### config.mk
export PLATFORM = sky130hd
export DESIGN_NAME = grid_write_arb
export DESIGN_NICKNAME = d
export VERILOG_FILES = /design/src/rtl/overcooked_pkg.sv /design/src/rtl/rr_pick2.sv /design/src/rtl/grid_write_arb.sv
export SDC_FILE = /design/constraint.sdc
export NUM_CORES = 1
export LEC_CHECK = 0
export ABC_AREA = 1
export BUFFER_PORTS_ARGS = -buffer_cell sky130_fd_sc_hd__buf_2
export CORE_ASPECT_RATIO = 1.2
export CORE_MARGIN = 4
export CORE_UTILIZATION = 53
export DETAILED_ROUTE_END_ITERATION = 7
export GPL_TIMING_DRIVEN = 1
export PLACE_DENSITY = 0.79
export SLEW_MARGIN = 30
export SYNTH_ARGS = -nofsm -noshare
export SYNTH_HDL_FRONTEND = slang
export SYNTH_SLANG_ARGS = --single-unit
### constraint.sdc
create_clock -name clk_in -period 1.8 [get_ports clk_in]
set_input_delay 0.27 -clock clk_in [delete_from_list [all_inputs] [get_ports clk_in]]
set_output_delay 0.27 -clock clk_in [all_outputs]
set_load 0.02 [all_outputs]
### src/rtl/overcooked_pkg.sv
// Shared definitions for the kitchen grid: object codes, grid size defaults
// and the requester indices used by the grid write arbiter.
package overcooked_pkg;

    localparam int GRID_W_DEFAULT = 13;
    localparam int GRID_H_DEFAULT = 8;

    localparam logic [3:0] G_EMPTY        = 4'd0;
    localparam logic [3:0] G_ONION_WHOLE  = 4'd1;
    localparam logic [3:0] G_ONION_CHOP   = 4'd2;
    localparam logic [3:0] G_POT_EMPTY    = 4'd3;
    localparam logic [3:0] G_POT_COOKING  = 4'd4;
    localparam logic [3:0] G_POT_DONE     = 4'd5;
    localparam logic [3:0] G_POT_BURNT    = 4'd6;
    localparam logic [3:0] G_PLATE        = 4'd7;
    localparam logic [3:0] G_PLATE_SOUP   = 4'd8;
    localparam logic [3:0] G_FIRE         = 4'd9;
    localparam logic [3:0] G_EXTINGUISHER = 4'd10;

    typedef enum logic [1:0] {
        REQ_P1  = 2'd0,
        REQ_P2  = 2'd1,
        REQ_EVT = 2'd2
    } req_idx_e;

    function automatic logic in_grid(input logic [3:0] x, input logic [2:0] y,
                                     input int gw, input int gh);
        return (32'(x) < gw) && (32'(y) < gh);
    endfunction

endpackage

### src/rtl/rr_pick2.sv
// Two-way round-robin pick between the player slots; ptr_i names the slot
// that currently has first claim.
module rr_pick2 (
    input  logic occ0_i,
    input  logic occ1_i,
    input  logic ptr_i,
    output logic gnt_o
);

    always_comb begin
        gnt_o = ptr_i;
        if (ptr_i == 1'b0) begin
            gnt_o = (!occ0_i && occ1_i) ? 1'b1 : 1'b0;
        end else begin
            gnt_o = (!occ1_i && occ0_i) ? 1'b0 : 1'b1;
        end
    end

endmodule

### src/rtl/grid_write_arb.sv
// Arbitrates grid-cell writes from two players and the game-event source onto
// the single object_grid write port; same-cell losers are dropped.
module grid_write_arb
    import overcooked_pkg::*;
#(
    parameter int N_REQ  = 3,
    parameter int GRID_W = GRID_W_DEFAULT,
    parameter int GRID_H = GRID_H_DEFAULT
) (
    input  logic                  clk_in,
    input  logic                  reset,
    input  logic [N_REQ-1:0]      req_valid,
    input  logic [N_REQ-1:0][3:0] req_x,
    input  logic [N_REQ-1:0][2:0] req_y,
    input  logic [N_REQ-1:0][3:0] req_obj,
    output logic [N_REQ-1:0]      req_ready,
    output logic                  wr_en,
    output logic [3:0]            wr_x,
    output logic [2:0]            wr_y,
    output logic [3:0]            wr_obj,
    output logic [1:0]            wr_src,
    output logic [N_REQ-1:0]      conflict,
    output logic [N_REQ-1:0]      range_err
);

    localparam int EVT = int'(REQ_EVT);

    logic [N_REQ-1:0]      slot_vld_q, slot_vld_d;
    logic [N_REQ-1:0][3:0] slot_x_q, slot_x_d;
    logic [N_REQ-1:0][2:0] slot_y_q, slot_y_d;
    logic [N_REQ-1:0][3:0] slot_obj_q, slot_obj_d;
    logic                  rr_ptr_q, rr_ptr_d;
    logic                  wr_en_q, wr_en_d;
    logic [3:0]            wr_x_q, wr_x_d;
    logic [2:0]            wr_y_q, wr_y_d;
    logic [3:0]            wr_obj_q, wr_obj_d;
    logic [1:0]            wr_src_q, wr_src_d;
    logic [N_REQ-1:0]      conflict_q, conflict_d;
    logic [N_REQ-1:0]      range_err_q, range_err_d;

    logic       rr_gnt;
    logic       gnt_vld;
    logic [1:0] gnt_idx;

    rr_pick2 u_rr_pick2 (
        .occ0_i (slot_vld_q[int'(REQ_P1)]),
        .occ1_i (slot_vld_q[int'(REQ_P2)]),
        .ptr_i  (rr_ptr_q),
        .gnt_o  (rr_gnt)
    );

    always_comb begin
        gnt_vld = |slot_vld_q;
        gnt_idx = slot_vld_q[EVT] ? REQ_EVT : {1'b0, rr_gnt};
    end

    always_comb begin
        slot_vld_d  = slot_vld_q;
        slot_x_d    = slot_x_q;
        slot_y_d    = slot_y_q;
        slot_obj_d  = slot_obj_q;
        rr_ptr_d    = rr_ptr_q;
        wr_en_d     = 1'b0;
        wr_x_d      = wr_x_q;
        wr_y_d      = wr_y_q;
        wr_obj_d    = wr_obj_q;
        wr_src_d    = wr_src_q;
        conflict_d  = '0;
        range_err_d = '0;

        if (gnt_vld) begin
            slot_vld_d[gnt_idx] = 1'b0;
            wr_en_d  = 1'b1;
            wr_x_d   = slot_x_q[gnt_idx];
            wr_y_d   = slot_y_q[gnt_idx];
            wr_obj_d = slot_obj_q[gnt_idx];
            wr_src_d = gnt_idx;
            if (gnt_idx != REQ_EVT) begin
                rr_ptr_d = ~gnt_idx[0];
            end
            // First write to a cell wins; anyone else aiming at it loses the item.
            for (int j = 0; j < N_REQ; j++) begin
                if (2'(j) != gnt_idx && slot_vld_q[j] &&
                    slot_x_q[j] == slot_x_q[gnt_idx] &&
                    slot_y_q[j] == slot_y_q[gnt_idx]) begin
                    slot_vld_d[j] = 1'b0;
                    conflict_d[j] = 1'b1;
                end
            end
        end

        // Only empty slots accept, so a slot is never accepted and granted together.
        for (int i = 0; i < N_REQ; i++) begin
            if (req_valid[i] && !slot_vld_q[i]) begin
                if (in_grid(req_x[i], req_y[i], GRID_W, GRID_H)) begin
                    slot_vld_d[i] = 1'b1;
                    slot_x_d[i]   = req_x[i];
                    slot_y_d[i]   = req_y[i];
                    slot_obj_d[i] = req_obj[i];
                end else begin
                    range_err_d[i] = 1'b1;
                end
            end
        end
    end

    always_ff @(posedge clk_in) begin
        if (reset) begin
            slot_vld_q  <= '0;
            slot_x_q    <= '0;
            slot_y_q    <= '0;
            slot_obj_q  <= '0;
            rr_ptr_q    <= 1'b0;
            wr_en_q     <= 1'b0;
            wr_x_q      <= '0;
            wr_y_q      <= '0;
            wr_obj_q    <= '0;
            wr_src_q    <= '0;
            conflict_q  <= '0;
            range_err_q <= '0;
        end else begin
            slot_vld_q  <= slot_vld_d;
            slot_x_q    <= slot_x_d;
            slot_y_q    <= slot_y_d;
            slot_obj_q  <= slot_obj_d;
            rr_ptr_q    <= rr_ptr_d;
            wr_en_q     <= wr_en_d;
            wr_x_q      <= wr_x_d;
            wr_y_q      <= wr_y_d;
            wr_obj_q    <= wr_obj_d;
            wr_src_q    <= wr_src_d;
            conflict_q  <= conflict_d;
            range_err_q <= range_err_d;
        end
    end

    assign req_ready = ~slot_vld_q;
    assign wr_en     = wr_en_q;
    assign wr_x      = wr_x_q;
    assign wr_y      = wr_y_q;
    assign wr_obj    = wr_obj_q;
    assign wr_src    = wr_src_q;
    assign conflict  = conflict_q;
    assign range_err = range_err_q;

endmodule

==> results of run 1 <==
==> worst register-to-register path, cell delays in order (launching register included) <==
cell and delay (ns):
sky130_fd_sc_hd__dfxtp_2 0.36, sky130_fd_sc_hd__nand2_1 0.09, sky130_fd_sc_hd__nand2_4 0.13, sky130_fd_sc_hd__nand2_4 0.11
sky130_fd_sc_hd__nand3_1 0.16, sky130_fd_sc_hd__nand3_2 0.10, sky130_fd_sc_hd__nand2_1 0.08, sky130_fd_sc_hd__nand2_1 0.05
sky130_fd_sc_hd__inv_1 0.05, sky130_fd_sc_hd__nand2_1 0.04, sky130_fd_sc_hd__nor2_1 0.09, sky130_fd_sc_hd__nand2_1 0.09
sky130_fd_sc_hd__nand2_1 0.09, sky130_fd_sc_hd__a21oi_2 0.05
==> worst min-delay path by stage <==
stage / start / end / slack [ns]
floorplan: req_y[6] / slot_y_q[6] / 0.40
global placement: slot_x_q[10] / slot_x_q[10] / 0.45
detailed placement: slot_x_q[10] / slot_x_q[10] / 0.45
CTS: req_obj[4] / slot_obj_q[4] / 0.14
global route: req_obj[5] / slot_obj_q[5] / 0.14
finish: req_obj[4] / slot_obj_q[4] / 0.16
==> layout make-up <==
| type | count | area (um2) |
|---|---|---|
| flip-flops and latches | 57 | 1146 |
| repair buffers | 67 | 352.8 |
| clock buffers | 14 | 182.7 |
| fillers | 409 | 1500 |
| well taps | 58 | 72.57 |
| clock inverters | 2 | 10.01 |
| multi-input cells | 249 | 1224 |
| inverters | 36 | 140.1 |
==> logic make-up after synthesis <==
logic type      synth area share
other cells             0.001460
buf+inv                  0.08037
simple gates              0.3176
compound gates            0.1564
flops                     0.4442
==> Yosys cell counts, drive strengths merged <==
cell / count / area [um2]
nor2: 60 / 225.2
dfxtp: 57 / 1141
nand2: 56 / 232.7
o21ai: 42 / 210.2
inv: 36 / 137.6
a21oi: 30 / 153.9
nand3: 25 / 167.7
nand4: 21 / 131.4
clkbuf: 9 / 33.78
or2: 6 / 40.04
buf: 4 / 35.03
o211ai: 4 / 30.03
nor4: 3 / 18.77
a211oi: 1 / 7.510
conb: 1 / 3.750
==> layer usage <==
metal / wire, um / vias up / share of wire
li1: - / 1313 / -
met1: 2801 / 1167 / 0.42
met2: 3322 / 70 / 0.50
met3: 327 / 22 / 0.049
met4: 218 / 0 / 0.033
met5: 0 / - / 0
==> stage by stage <==
step / hold slack (ns) / power (W) / util / cell area (um2)
global placement: 0.4461 / 0.002284 / 0.6321 / 2925
detailed placement: 0.4526 / 0.002287 / 0.6321 / 2925
floorplan: 0.4048 / 0.002039 / - / 2569
finish: 0.1562 / 0.003410 / 0.6759 / 3128
CTS: 0.1423 / 0.003431 / 0.6737 / 3118
global route: 0.1443 / 0.003629 / 0.6759 / 3128
==> sequential cells by signal, indices dropped and copies added (netlist names), 4 cells and up <==
signal / flops
slot_y_q: 9
slot_obj_q: 12
wr_x: 4
slot_x_q: 12
wr_obj: 4
==> power by group through the flow <==
stage	logic [W]	clock network (W)	registers, W
after CTS	0.000820	0.00116	0.00145
after global placement	0.000811	0	0.00147
after global routing	0.000940	0.00123	0.00146
final	0.000825	0.00114	0.00145
after detailed placement	0.000813	0	0.00147
after floorplan	0.000523	0	0.00152
==> results.txt, run 1 <==
- The run finished with clean final reports.
* DR pass1 iterations: 4
- Clock buffers created by TritonCTS: 9
- TritonCTS built the clock tree.
- The startpoint identified for the worst register-to-register timing path is slot_vld_q[1].
- Port buffering added 60 buffers.
* Max stage delay cell, worst path: sky130_fd_sc_hd__dfxtp_2
- The analysis attributes to net switching a power of between 0.001 and 0.0015 W.
* Dpl cells: roughly 470
- Cell count after synthesis: between 300 and 400
- The number of antenna violations at the first check in global routing came to 0.
- Summed over all failing endpoints, the final setup total negative slack is 0 ns.
* Met2 Use GR: 0.3930
- Ports: between 60 and 70
- In the global route stage, met1 resource usage came out at 0.2706.
* Met3 demand-to-capacity share in global routing: 0.07066
- Count of cell instances traversed by the critical path: 13
* Net count after synthesis: a little under 400
- Detailed-route via count: ~2600
* Total number of H-tree levels: 3
* Clock slew at reported path FFs: about 0.060 ns
- Die ar.: around 6000 um2
- IR drop worst, VDD: ~0.62 mV
- GRT busiest layer: met2
- The HPWL after detailed placement is 5015 um.
* Number of design rule violations left after detail routing: 0
- The detailed router finished its first iteration with 198 violations.
- Average detailed-routed wire length per instance: approximately 14 um
- Worst Hold Path Cells: 3
* Setup slack of the critical path after layout: between 0.2 and 0.25 ns
- Final Critical Period: 1.598 ns
- The later pin in the worst-skew pair is clocked with a latency of between 0.3 and 0.4 ns.
* Sequential element share of the synthesized area: 0.4442
- Hold Violations, Final: 0
- Maximum clock frequency: between 600 and 700 MHz
* Longest Clk Path Bufs: 2
- Kind of critical path: flip-flop to flip-flop
- Sequence of cells on the critical path: nand2_1, nand2_4, nand2_4, nand3_1, nand3_2, nand2_1, nand2_1, inv_1, nand2_1, nor2_1, nand2_1, nand2_1, a21oi_2
* Number of buffers inserted for hold repair after clock tree synthesis: 0
- The cell area that synthesis handed to floorplanning was between 2000 and 3000 um2.
- Via count of the first global-routing pass: 2585
- Counting cells, the worst reg-to-reg path comes to 13.
- Total GRT Usage: 0.2389
- Part of the cycle the worst path needs: 0.8880
- Count of final max-slew check failures: 0
* Maximum fanout along the worst path: 9
- Nets: roughly 460
- The cell that appears most often on the critical path is sky130_fd_sc_hd__nand2_1.
- STA classifies the critical path startpoint as a flip-flop.
* Number of violations of the max-capacitance limit: 0
* Sink Count: 57
- The floorplan has 27 rows.
- Number of instances resized during post-cts repair: 0
* Initial standard-cell utilization of the core: 0.5550
- Avg Synthesized Cell Area: slightly above 7 um2
* Vias per cell: between 5 and 6
* Critical path required time: 2.02 ns
- The detail route stage leaves a number of antenna-violating nets equal to 0.
- The number of buffers and inverters on the critical path is 1.
- The cell sitting at the root of the clock tree is a sky130_fd_sc_hd__clkbuf_8.
- Fraction of final layout cells sized beyond drive strength 1: 0.2424
* Yosys warning count: 0
* Most frequent cells in the layout: sky130_fd_sc_hd__nor2_1, sky130_fd_sc_hd__buf_2, sky130_fd_sc_hd__dfxtp_1
- Crit path largest cell delay: approximately 0.36 ns
- The first global-routing pass estimated 11370 um of wire.
- In this run the worst setup path begins at slot_vld_q[1].
* Setup slack on the worst flop-to-flop path: 0.20 ns
* Final weighted congestion in routability-driven placement: roughly 0.94
- LEAKAGE: 1.508 nW
- Comb pwr share: 0.242
* RSZ-0062 raised after global routing: false
- The path class of the tightest hold or removal check is input port to flip-flop.
- Clock network fraction of design power: 0.333
- Worst slack at placement: approximately 0.052 ns
- For the final database, setup skew stands at roughly 0.0064 ns.
* ANT cells: 0
- For this run the aggregate overflow at the end of global routing stands at 0.
* Post-route non-filler standard cell count: 483
- Power density over the cells: about 1100 nW/um2
* Routed WL: 6669 um
- Crit path capture: slot_vld_q[0]
* Yosys reg bits: 57
- Core ar.: around 4600 um2
* Distinct cells, synth: 25
* Endpoint of the worst register-to-register path: slot_vld_q[0]
- The number of setup buffers added after CTS is 0.
* Switching share of total power: 0.3230
* Vertical extent of the die: 84.26 um
- Setup violations remaining at the end of the flow were counted as 0.
- The area growth from synthesis to layout is 21.77%.
- Cell internal power was estimated by the tool at about 0.0023 W.
- Endpoint class of the critical path: flip-flop
- Data arrives at the worst endpoint at around 1.8 ns.
- Chip width: roughly 72 um
* Kind of cell adding the most delay to the critical path: simple AND/OR/NAND/NOR gates
- Flop pwr share: 0.425
- Entering global routing, the biggest net connects 46 pins.
Note: power is estimated with default switching activity, not from simulation.
==> inputs of run 2 (changes only) <==
SETUP_SLACK_MARGIN = 0.4   (was unset)
==> run 2 against run 1 <==
Effect of this change:
- clock skew hardly changed
- die area stayed put
- register-to-register slack hardly changed
- largest cell class unchanged
==> results.txt, run 2 (synthesis results as in run 1) <==
- Part of the cycle the worst path needs: 0.8917 (+0.003602)
- Longest Clk Path Bufs: 2 (unchanged)
- Initial drt markers: 173 (-13%)
* Via count of the first global-routing pass: 2741 (+6.0%)
* IR drop worst, VDD: 0.8020 mV (+28%)
- The number of rows in the core area was 27 (unchanged).
- Number of design rule violations left after detail routing: 0 (unchanged)
- The level count of the clock H-tree is 3 (unchanged).
* ANT cells: 0 (unchanged)
- The global placement routability congestion came to 0.9822 (+4.8%).
- Sequence of cells on the critical path: inv_6, nand2_4, nand2_8, nand3_2, nand3_2, nand2_1, nand4_1, nor2_1, nand4_1, nor2_1
- Clock slew at reported path FFs: 0.07 ns (about the same)
- Nets: 468 (+2.2%)
- From synthesis to final layout, the design area changed by 33.22%.
- The final setup skew is 0.006719 ns (+0.0003398 ns).
* Design Area, Final: 3422 um2 (+9.4%)
- The total negative slack for setup checks is 0 ns (unchanged).
* Hold Violations, Final: 0 (unchanged)
- Vertical extent of the die: 84.26 um (unchanged)
- Power density over the cells: 1143 nW/um2 (+4.8%)
- The largest individual stage delay along the critical path comes from the cell sky130_fd_sc_hd__dfxtp_4.
* Detailed-route via count: 2759 (+7.3%)
* Number of violations of the max-capacitance limit: 0 (unchanged)
- Kind of critical path: flip-flop to flip-flop
- DR pass1 iterations: 5 (+1)
- Total GRT Usage: 0.2536 (+0.01471)
- Ports: 61 (unchanged)
* Endpoint class of the critical path: flip-flop
- Type of the tightest min-delay check: input port to flip-flop
- LEAKAGE: 1.632 nW (+8.2%)
- Fraction of final layout cells sized beyond drive strength 1: 0.3218 (+0.07949)
- The number of clock buffers inserted by TritonCTS was 9 (unchanged).
- Chip width: 71.55 um (unchanged)
- The core occupancy in the finished layout is 0.7394 (+0.06353).
- Final Critical Period: 1.605 ns (+0.006484 ns)
- Die ar.: 6029 um2 (unchanged)
- Leading cell type in the layout, fill and taps excluded: sky130_fd_sc_hd__buf_2
- Crit path largest cell delay: 0.39 ns (+0.03 ns)
* Largest net degree at the start of global routing: 25 (-46%)
* RSZ-0062 raised after global routing: true
- The required time reported for the critical path endpoint came to 2.08 ns (+0.06 ns).
* Core ar.: 4628 um2 (unchanged)
- The number of antenna violations at the first check in global routing is 0 (unchanged).
* Routed WL: 7561 um (+13%)
* First-pass GRT wire length: 12020 um (+5.7%)
- Launching element type of the critical path: flip-flop
* Initial standard-cell utilization of the core: 0.5550 (unchanged)
- Post-route antenna net violation count: 0 (unchanged)
- The number of max-slew violations in the final report was 0 (unchanged).
- Registers with the highest flip-flop counts: slot_obj_q x12, slot_x_q x12, slot_y_q x9
- The count of port buffers added during placement was 60 (unchanged).
- The count of final setup violators is 0 (unchanged).
- Clock latency of the later-clocked register in the worst-skew pair: 0.34 ns (about the same)
* TritonCTS clock tree: done
- Cell chosen for the clock root: sky130_fd_sc_hd__clkbuf_8
- CP Data Arrival Time: 1.88 ns (+0.06 ns)
* Average detailed-routed wire length per instance: 15.34 um (+11%)
- The leftover overflow at the end of global routing came to 0 (unchanged).
- The flow ran to the end, and the final reports show no timing, DRC or antenna violations.
- DP Area: 2940 um2 (+0.51%)
- The final HPWL from detailed placement was 5149 um (+2.7%).
- Most frequent cells in the layout: sky130_fd_sc_hd__buf_2, sky130_fd_sc_hd__nor2_1, sky130_fd_sc_hd__dfxtp_1
- Vias per cell: 5.596 (+5.1%)
- Maximum fanout along the worst path: 5 (-4)
* Maximum clock frequency: 623.1 MHz (-0.40%)
- The number of buffers inserted for hold repair after clock tree synthesis came to 0 (unchanged).
* Sink Count: 57 (unchanged)
[run 2: cell types whose count changed in the layout (fill, tap and decap cells not counted), moves of 3 or more]
cell,before,now
sky130_fd_sc_hd__a21oi_1,29,25
sky130_fd_sc_hd__a21oi_2,1,5
sky130_fd_sc_hd__buf_4,7,13
sky130_fd_sc_hd__bufinv_16,0,3
sky130_fd_sc_hd__clkbuf_8,13,10
sky130_fd_sc_hd__dfxtp_4,1,4
sky130_fd_sc_hd__inv_1,32,28
sky130_fd_sc_hd__nand2_1,52,49
sky130_fd_sc_hd__nand2_8,0,3
sky130_fd_sc_hd__nand3_1,18,11
sky130_fd_sc_hd__nand3_2,6,11
sky130_fd_sc_hd__nor2_1,60,56
sky130_fd_sc_hd__nor2_2,0,3
sky130_fd_sc_hd__or2_4,1,4
[run 2: per-stage QoR]
| step | power [W] | setup slack, ns | hold slack (ns) | cells |
|---|---|---|---|---|
| detailed placement | 0.002293 | 0.1307 | 0.4771 | 468 |
| floorplan | 0.002044 | 0.3787 | 0.4048 | 355 |
| global route | 0.004102 | 0.1314 | 0.1509 | 493 |
| finish | 0.003910 | 0.1950 | 0.1486 | 493 |
| CTS | 0.003797 | 0.3060 | 0.1416 | 488 |
| global placement | 0.002281 | 0.2049 | 0.4531 | 468 |
[run 2: layer usage]
layer / up-vias / part of all wire / GRT usage
met4: 0 / 0.043 / 0.1726
met3: 27 / 0.053 / 0.07305
met2: 112 / 0.51 / 0.4097
li1: 1347 / - / -
met5: - / 0 / 0
met1: 1273 / 0.39 / 0.2842
[run 2: area by class of cell]
type	instances	area (um2)
clock buffers	10	137.6
inverters	36	152.6
well taps	58	72.57
repair buffers	74	409.1
clock inverters	6	105.1
flip-flops and latches	57	1156
fillers	353	1206
multi-input cells	252	1389
[run 2: path summary, 6_finish.rpt]
check	start	endpoint	slack, ns	depth (start not counted)
max	rr_ptr_q	conflict[1]	0.20	10
min	req_obj[10]	slot_obj_q[10]	0.15	3
max reg2reg	rr_ptr_q	conflict[1]	0.20	10
min reg2reg	slot_x_q[10]	slot_x_q[10]	0.49	2
[run 2: critical path, delay by kind of cell (launching register included)]
kind | cells | cell delay [ns]
DFF | 1 | 0.39
and+or+nand+nor | 9 | 1.08
buffers and inverters | 1 | 0.06
[run 2: timing repair]
item / in CTS / in global routing
gates cloned: 0 / 3
pin swaps: 5 / 12
resized for setup: 16 / 31
buffers inserted: 4 / 2
endpoints found under the setup margin: 28 / 27
[run 2: where the power goes]
part	internal, W	switching, W	leakage, nW	total, W
clock	0.000949	0.000518	0.126	0.00147
sequential	0.00138	0.0000851	0.474	0.00147
combinational	0.000351	0.000622	1.03	0.000973
total	0.00268	0.00123	1.63	0.00391
==> inputs of run 3 (changes only) <==
CELL_PAD_IN_SITES_DETAIL_PLACEMENT = 1   (was unset)
CELL_PAD_IN_SITES_GLOBAL_PLACEMENT = 2   (was unset)
CORE_UTILIZATION = 29   (was 53)
PLACE_DENSITY = unset   (was 0.79)
PLACE_DENSITY_LB_ADDON = 0.1   (was unset)
==> run 3 against run 2 <==
Effect of this change:
- final area rose by 3.0%
- via count fell by 3.4%
- final cell count rose by 14%
- sequential power barely moved
- clock skew rose by 0.0018 ns
- flip-flop and latch count did not move
- critical path type unchanged
- clock power fell by 11%
- utilization fell by 33 points
- critical path depth rose by 2
- register-to-register slack improved by 0.04 ns
==> results.txt, run 3 (synthesis results as in run 1) <==
* Worst slack at placement: 0.02809 ns (-0.1027 ns)
- The final cell count without fillers came to 564 (+14%).
* Type of the tightest min-delay check: input port to flip-flop
- Kind of critical path: flip-flop to flip-flop
* Core ar.: 8611 um2 (+86%)
- Top sig layer: met4
- Longest Clk Path Bufs: 2 (unchanged)
- The number of cells in the design after placement is 535 (+14%).
* Part of the cycle the worst path needs: 0.8698 (-0.02187)
- Ports: 61 (unchanged)
* Maximum fanout along the worst path: 6 (+1)
* Most common cell type on the critical path: sky130_fd_sc_hd__nand2_1
- Total number of H-tree levels: 3 (unchanged)
- Result of the run: finished, final reports clean
- Final weighted congestion in routability-driven placement: 0.8513 (-13%)
- The max-capacitance violation count was 0 (unchanged).
- The met3 layer wire length in the routed design was 257 um (-35%).
* Vertical extent of the die: 111.1 um (+32%)
- Via count of the first global-routing pass: 2853 (+4.1%)
- Sink Count: 57 (unchanged)
- Nets: 480 (+2.6%)
- The clock latency of the later-clocked register in the worst-skew pair came to 0.34 ns (about the same).
* Worst clock skew on the final layout: 0.008565 ns (+0.001846 ns)
- The proportion of layout cells with a drive suffix above 1 came to 0.3423 (+0.02044).
* Count of final max-slew check failures: 0 (unchanged)
- The count of final setup violators is 0 (unchanged).
* Endpoint class of the critical path: flip-flop
- Initial standard-cell utilization of the core: 0.2983 (-0.2567)
- WL met1: 3611 um (+22%)
- Total half-perimeter wirelength after legalization and detailed placement: 6706 um (+30%)
* Maximum clock frequency: 638.7 MHz (+2.5%)
- Max stage delay cell, worst path: sky130_fd_sc_hd__dfxtp_2
- The number of antenna violations at the first check in global routing came to 0 (unchanged).
- Cell chosen for the clock root: sky130_fd_sc_hd__clkbuf_8
* First-pass GRT wire length: 14410 um (+20%)
- The total negative slack for setup checks came to 0 ns (unchanged).
* Post-route antenna net violation count: 0 (unchanged)
- The largest vdd supply drop was 0.5019 mV (-37%).
- Leading cell type in the layout, fill and taps excluded: sky130_fd_sc_hd__buf_2
- Routed WL: 8647 um (+14%)
* Crit path largest cell delay: 0.36 ns (-0.03 ns)
* Total gr overflow: 0 (unchanged)
* Chip width: 93.92 um (+31%)
- Sequence of cells on the critical path: nand2_2, nand2_4, buf_6, nand4_1, nand3_2, nand2_1, nand2_2, nand3_2, nor2_2, nand2_1, nand2_1, a21oi_1
- Largest net degree at the start of global routing: 34 (+36%)
* Kind of cell adding the most delay to the critical path: simple AND/OR/NAND/NOR gates
- The worst setup path is launched from a flip-flop.
- The data arrival at the endpoint of the critical path came to 1.78 ns (-0.10 ns).
- Average detailed-routed wire length per instance: 15.33 um (about the same)
- The total routing resource utilization after global routing came to 0.1762 (-0.07739).
- Power density over the cells: 1084 nW/um2 (-5.2%)
- Setup repair after global routing could not meet its margin everywhere.
* Detailed-route via count: 2665 (-3.4%)
- DR pass1 iterations: 4 (-1)
- The post-route DRC violation count came to 0 (unchanged).
- The top cell types in the final layout, fill and taps aside, are sky130_fd_sc_hd__buf_2, sky130_fd_sc_hd__nor2_1, sky130_fd_sc_hd__dfxtp_1.
- The number of DRC violations after detailed-routing iteration 0 is 55 (-68%).
* Vias per cell: 4.725 (-16%)
- Clock slew at reported path FFs: 0.07 ns (about the same)
- The buffer and inverter count on the worst path came to 1 (unchanged).
- TritonCTS clock tree: done
- The number of buffers inserted for hold repair after clock tree synthesis came to 0 (unchanged).
- Fin util: 0.4095 (-0.3299)
- Registers with the highest flip-flop counts: slot_obj_q x12, slot_x_q x12, slot_y_q x9
- Final Critical Period: 1.566 ns (-0.03937 ns)
- The number of clock buffers inserted by TritonCTS was 9 (unchanged).
- Total length of routed met2 wires: 4651 um (+20%)
- Die ar.: 10430 um2 (+73%)
- Hold Violations, Final: 0 (unchanged)
- The number of inserted diodes came to 0 (unchanged).
* Pwr Total: 0.003821 W (-2.3%)
- Setup slack of the critical path after layout: 0.2344 ns (+0.03937 ns)
- Critical path required time: 2.02 ns (-0.06 ns)
* LEAKAGE: 1.654 nW (+1.3%)
- Number of placement rows: 37 (+37%)
- Synth-to-layout area growth: 37.26%
- Input/output buffers: 60 (unchanged)
==> run 3: where the power goes <==
| group | leakage [nW] | total (W) | switching [W] | internal (W) |
|---|---|---|---|---|
| logic | 1.08 | 0.00106 | 0.000638 | 0.000421 |
| registers | 0.473 | 0.00145 | 0.0000703 | 0.00138 |
| clock network | 0.106 | 0.00131 | 0.000535 | 0.000772 |
==> run 3: stage by stage <==
step                      hold WS (ns)  instance area, um2
after detailed placement        0.4528                3087
after floorplan                 0.4048                2580
after CTS                       0.1518                3427
after global placement          0.4552                3087
after global routing            0.1501                3526
final                           0.1572                3526
==> run 3: worst register-to-register path: stages, from the launching register on <==
cell and delay, ns:
sky130_fd_sc_hd__dfxtp_2 0.36, sky130_fd_sc_hd__nand2_2 0.07, sky130_fd_sc_hd__nand2_4 0.13, sky130_fd_sc_hd__buf_6 0.12, sky130_fd_sc_hd__nand4_1 0.13, sky130_fd_sc_hd__nand3_2 0.12, sky130_fd_sc_hd__nand2_1 0.07, sky130_fd_sc_hd__nand2_2 0.09
sky130_fd_sc_hd__nand3_2 0.07, sky130_fd_sc_hd__nor2_2 0.13, sky130_fd_sc_hd__nand2_1 0.06, sky130_fd_sc_hd__nand2_1 0.05, sky130_fd_sc_hd__a21oi_1 0.05
==> run 3: per-layer routing <==
metal / vias to the layer above / track usage
met5: - / 0
met2: 34 / 0.3126
li1: 1363 / -
met3: 8 / 0.04277
met4: 0 / 0.04913
met1: 1260 / 0.2072
==> run 3: area by class of cell <==
type                       instances  area (um2)
clock buffer                      10       127.6
fill                            1101        5085
tap                              117       146.4
sequential                        57        1149
inverter                          36       145.1
clock inverter                     6       82.58
timing repair buffer              89       541.8
multi-input combinational        249        1334
==> run 3: path summary, 6_finish.rpt <==
kind | from | endpoint | slack [ns] | depth (start not counted)
setup / recovery | slot_vld_q[1] | slot_vld_q[1] | 0.23 | 12
hold reg to reg | slot_x_q[10] | slot_x_q[10] | 0.46 | 2
setup reg to reg | slot_vld_q[1] | slot_vld_q[1] | 0.23 | 12
hold / removal | req_obj[9] | slot_obj_q[9] | 0.16 | 3
==> run 3: what timing repair did <==
action,in CTS,in global routing
endpoints found under the setup margin,25,39
setup buffers,7,6
pin swaps,18,18
gates resized for setup,30,19
